`config.mk`:
```
export PLATFORM = sky130hd
export DESIGN_NAME = mole_scheduler
export DESIGN_NICKNAME = d
export VERILOG_FILES = /design/src/rtl/mole_pkg.sv /design/src/rtl/mole_lfsr.sv /design/src/rtl/mole_scheduler.sv
export SDC_FILE = /design/constraint.sdc
export NUM_CORES = 1
export LEC_CHECK = 0
export CORE_MARGIN = 4
export CORE_UTILIZATION = 55
export CTS_CLUSTER_SIZE = 28
export DETAILED_ROUTE_END_ITERATION = 10
export PLACE_DENSITY_LB_ADDON = 0.2
export SLEW_MARGIN = 20
export SYNTH_ARGS = -nofsm -noshare
export SYNTH_HDL_FRONTEND = slang
export SYNTH_SLANG_ARGS = --single-unit
```
`constraint.sdc`:
```
create_clock -name clk -period 2.4 [get_ports clk]
set_clock_uncertainty 0.2 [all_clocks]
set_input_delay 0.24 -clock clk [delete_from_list [all_inputs] [get_ports clk]]
set_output_delay 0.24 -clock clk [all_outputs]
set_load 0.005 [all_outputs]
```
`src/rtl/mole_pkg.sv`:
```
// mole_pkg: shared phase encoding, LFSR and window constants for the mole game.
package mole_pkg;

    typedef enum logic [1:0] {
        PH_IDLE = 2'd0,
        PH_WAIT = 2'd1,
        PH_UP   = 2'd2
    } phase_e;

    localparam int LFSR_W = 8;
    // Taps 8,6,5,4 (1-based) map to state bits 7,5,4,3.
    localparam logic [LFSR_W-1:0] LFSR_TAPS = 8'b1011_1000;
    localparam int WIN_W = 5;

endpackage

```
`src/rtl/mole_lfsr.sv`:
```
// mole_lfsr: free-running 8-bit Fibonacci LFSR, synchronous reset to SEED.
module mole_lfsr
    import mole_pkg::*;
#(
    parameter logic [LFSR_W-1:0] SEED = 8'hA5
) (
    input  logic              clk,
    input  logic              reset,
    output logic [LFSR_W-1:0] state
);

    logic [LFSR_W-1:0] state_q, state_d;

    always_comb state_d = {state_q[LFSR_W-2:0], ^(state_q & LFSR_TAPS)};

    always_ff @(posedge clk) begin
        if (reset) state_q <= SEED;
        else       state_q <= state_d;
    end

    assign state = state_q;

endmodule

```
`src/rtl/mole_scheduler.sv`:
```
// mole_scheduler: random gap, timed mole-up window, hit/miss judging and
// difficulty ramp that shortens the window after every hit.
module mole_scheduler
    import mole_pkg::*;
#(
    parameter int                GAP_MIN    = 20,
    parameter int                GAP_RAND_W = 4,
    parameter int                WIN_START  = 16,
    parameter int                WIN_MIN    = 4,
    parameter int                WIN_STEP   = 2,
    parameter logic [LFSR_W-1:0] LFSR_SEED  = 8'hA5
) (
    input  logic             clk,
    input  logic             reset,
    input  logic             enable,
    input  logic             button,
    output logic             mole,
    output logic             hit,
    output logic             miss,
    output logic [WIN_W-1:0] window,
    output logic [1:0]       phase
);

    localparam int GAP_MAX = GAP_MIN - 1 + (1 << GAP_RAND_W) - 1;
    localparam int GAP_W   = GAP_MAX > 0 ? $clog2(GAP_MAX + 1) : 1;
    localparam logic [LFSR_W-1:0] RMASK = LFSR_W'((1 << GAP_RAND_W) - 1);

    logic [LFSR_W-1:0] lfsr;
    phase_e            state_q, state_d;
    logic [GAP_W-1:0]  gap_q, gap_d, gap_load;
    logic [WIN_W-1:0]  win_cnt_q, win_cnt_d;
    logic [WIN_W-1:0]  window_q, window_d, win_dec;
    logic              mole_q, mole_d, hit_q, hit_d, miss_q, miss_d;
    logic              button_q, press;

    mole_lfsr #(.SEED(LFSR_SEED)) u_lfsr (
        .clk  (clk),
        .reset(reset),
        .state(lfsr)
    );

    assign press    = button & ~button_q;
    assign gap_load = GAP_W'(GAP_MIN - 1) + GAP_W'(lfsr & RMASK);
    // Saturating decrement: never drops below WIN_MIN, never wraps.
    assign win_dec  = (window_q >= WIN_W'(WIN_MIN + WIN_STEP)) ?
                      window_q - WIN_W'(WIN_STEP) : WIN_W'(WIN_MIN);

    always_comb begin
        state_d   = state_q;
        gap_d     = gap_q;
        win_cnt_d = win_cnt_q;
        window_d  = window_q;
        hit_d     = 1'b0;
        miss_d    = 1'b0;
        if (!enable) begin
            state_d  = PH_IDLE;
            window_d = WIN_W'(WIN_START);
        end else begin
            case (state_q)
                PH_IDLE: begin
                    state_d = PH_WAIT;
                    gap_d   = gap_load;
                end
                PH_WAIT: begin
                    if (gap_q == '0) begin
                        state_d   = PH_UP;
                        win_cnt_d = window_q - WIN_W'(1);
                    end else begin
                        gap_d = gap_q - GAP_W'(1);
                    end
                end
                PH_UP: begin
                    // A press wins over expiry on the last window cycle.
                    if (press) begin
                        state_d  = PH_WAIT;
                        hit_d    = 1'b1;
                        gap_d    = gap_load;
                        window_d = win_dec;
                    end else if (win_cnt_q == '0) begin
                        state_d = PH_WAIT;
                        miss_d  = 1'b1;
                        gap_d   = gap_load;
                    end else begin
                        win_cnt_d = win_cnt_q - WIN_W'(1);
                    end
                end
                default: state_d = PH_IDLE;
            endcase
        end
        mole_d = (state_d == PH_UP);
    end

    always_ff @(posedge clk) begin
        if (reset) begin
            state_q   <= PH_IDLE;
            gap_q     <= '0;
            win_cnt_q <= '0;
            window_q  <= WIN_W'(WIN_START);
            mole_q    <= 1'b0;
            hit_q     <= 1'b0;
            miss_q    <= 1'b0;
            button_q  <= 1'b0;
        end else begin
            state_q   <= state_d;
            gap_q     <= gap_d;
            win_cnt_q <= win_cnt_d;
            window_q  <= window_d;
            mole_q    <= mole_d;
            hit_q     <= hit_d;
            miss_q    <= miss_d;
            button_q  <= button;
        end
    end

    assign mole   = mole_q;
    assign hit    = hit_q;
    assign miss   = miss_q;
    assign window = window_q;
    assign phase  = state_q;

endmodule

```
==> out/metrics.yaml <==
outcome:
  outcome: "finished clean"
synthesis:
  synth_most_common_cell: "dfxtp_1"
  syn-cell-area_um2: 1460
  yosys.area.top_type: "dfxtp_1"
  seq_area_frac_synth_pct: 39.8
  synth_edf_count: 0
  synthCells: 172
  synth_seq_cells: 29
  syn_area_per_cell_um2: 8.47
  yosysTopAreaCellShare_pct: 39.8
  synth_fp_nets: 181
  synth_cell_types: 41
  synth_area_leaders: "dfxtp_1, a21oi_1, nor2_1, ha_1, mux2i_1"
  yosysWarnings: 0
  yosys-top-cells-count: "dfxtp_1, nor2_1, a21oi_1"
  ys.flop_type: "dfxtp_1"
  synthArstFlopShare_pct: 0
pwr:
  leakage_nw: 0.633
  power_density_nw_per_um2: 646
  ir_drop_mv: 0.459
floorplan:
  ios: 14
  die_h_um: 59.5
  fp.coreArea_um2: 2500
  fp-row-count: 18
  initial_utilization_pct: 58.3
  die_area_um2: 3540
  die-width_um: 59.5
clocking:
  cts_resized: 0
  clkTransAtPathRegs_ns: 0.08
  postCtsSetupBuffers: 0
  root_buffer: "clkbuf_4"
  cts.sinks: 29
  ctsHtreeMaxLevel: 2
  holdBufCountCts: 0
  clk_latency_ns: 0.33
  cts_tree: "done"
  numCtsBuffers: 5
  cts_buffer_depth: 2
worst_hold_path:
  hold_start: "u_lfsr.state[6]"
  hold_class: "flip-flop to flip-flop"
run:
  cap_viol_max_count: 0
final_layout:
  layout-drive-gt1-share_pct: 11.7
  diodes: 0
  fin_nets: 196
  syn_to_final_growth_pct: 15.3
  stdcell_area_um2: 1680
  fin_cells: 218
detailed_routing:
  drtPass1Iterations: 4
  drc: 0
  wl_um: 2940
  wl_per_cell_um: 13.5
  post_drt_via_cell_ratio: 5.79
  vias: 1262
  detail-route-antenna-nets: 0
  drtIter0Drc: 50
sta:
  max_freq_mhz: 451
  setup_ws_ns: 0.184
  min_period_over_period_pct: 92.3
  setup_violations: 0
  rsz0062_at_grt: "no"
  fin_crit_ns: 2.22
  tns_ns: 0
  hold_viol: 0
  final-max-slew-violation-count: 0
global_routing:
  antenna_found_initial: 0
  grt_pass1_vias: 1132
  grt_max_degree: 22
  overflow: 0
  grt_usage_pct: 18.7
  grt_pass1_wl_um: 4920
place:
  place_area_um2: 1610
  portBuffers: 12
  dp.cells: 210
  hpwl_um: 2130
  gp_congestion: 0.927
  place_ws_ns: 0.217
worst_setup_path:
  required_ns: 2.45
  critPathLaunch: "win_cnt_q[0]"
  path_class: "flip-flop to flip-flop"
  crit_path_max_fanout: 9
  critPathLaunchType: "flip-flop"
  crit-reg2reg-launch: "win_cnt_q[0]"
  worstPathArrival_ns: 2.27
  crit_path_end_kind: "flip-flop"
worst paths after layout:
| kind | to | slack [ns] | cells past startpoint |
|---|---|---|---|
| worst min-delay path | u_lfsr.state[7] | 0.23 | 1 |
| worst min register to register | u_lfsr.state[7] | 0.23 | 1 |
| worst max-delay path | gap_q[0] | 0.18 | 5 |
| worst max register to register | gap_q[0] | 0.18 | 5 |
critical path, cell delays in order, from the launching register on:
cell	delay [ns]
dfxtp_1	0.34
or4_4	0.57
o211ai_4	0.32
o211ai_4	0.19
or3_1	0.38
a31oi_1	0.16
cell type report:
class | count | area (um2)
Fill cell | 225 | 820
Sequential cell | 29 | 581
Inverter | 9 | 33.8
Tap cell | 30 | 37.5
Multi-Input combinational cell | 126 | 808
Timing Repair Buffer | 16 | 150
Clock inverter | 1 | 5.00
Clock buffer | 7 | 65.1
metal layers:
layer | global-route usage, % | routed length, um | up-vias
met5 | 0 | 0 | -
met4 | 9.39 | 61 | 0
met3 | 6.10 | 162 | 8
met2 | 29.5 | 1410 | 36
met1 | 22.5 | 1300 | 585
li1 | - | - | 633
per-stage QoR:
step | total power (W) | util [%] | hold WS (ns)
2_1_floorplan | 0.000706 | - | 0.112
3_3_place_gp | 0.000756 | 64.4 | 0.194
3_5_place_dp | 0.000762 | 64.4 | 0.200
4_1_cts | 0.00110 | 67.2 | 0.229
5_1_grt | 0.00114 | 67.2 | 0.236
6_report | 0.00109 | 67.2 | 0.228
report_power, final:
part | leakage [nW] | total, W | internal (W) | switching, W
sequential | 0.238 | 0.000544 | 0.000514 | 0.0000299
combinational | 0.354 | 0.000209 | 0.000100 | 0.000109
clock | 0.0413 | 0.000332 | 0.000169 | 0.000162
layout by cell type (no fill, tap or decap), types with 2 or more instances in the layout:
master	netlist	routed
nor3_1	3	3
nor2_1	17	17
clkbuf_4	0	5
clkdlybuf4s50_1	0	12
nand2b_1	8	8
buf_4	1	4
or3_1	3	3
nor4_1	2	2
ha_1	5	5
nor3b_1	2	2
nand4_1	2	2
xnor2_1	3	3
clkbuf_8	0	2
o211ai_4	2	2
dfxtp_1	29	29
or2_2	4	4
xor2_1	2	2
mux2i_1	5	5
a31oi_1	3	3
nand2_1	13	13
a21oi_1	16	16
nand3_1	5	5
nor2b_1	5	5
o21ai_0	7	7
o22ai_1	2	2
inv_1	9	9
a2bb2oi_1	2	2
sequential cells by signal, summed over array words and instances, names as in the netlist:
register	cells
mole	1
gap_q	6
window	4
miss	1
u_lfsr.state	8
button_q	1
hit	1
phase	2
win_cnt_q	5
logic make-up (layout without fill, tap and decap cells):
| kind of cell | after synthesis | after routing | synth area share (%) |
|---|---|---|---|
| AND/OR/NAND/NOR | 67 | 67 | 23.6 |
| AO/OA/AOI/OAI | 42 | 42 | 20.1 |
| XOR/XNOR | 5 | 5 | 3.00 |
| adder cells (fa/ha/maj) | 5 | 5 | 4.29 |
| flip-flops | 29 | 29 | 39.8 |
| multiplexers | 6 | 6 | 4.21 |
| buffers and inverters | 17 | 33 | 4.72 |
| other | 1 | 1 | 0.257 |
No activity file was read; power rests on OpenSTA's default activity.
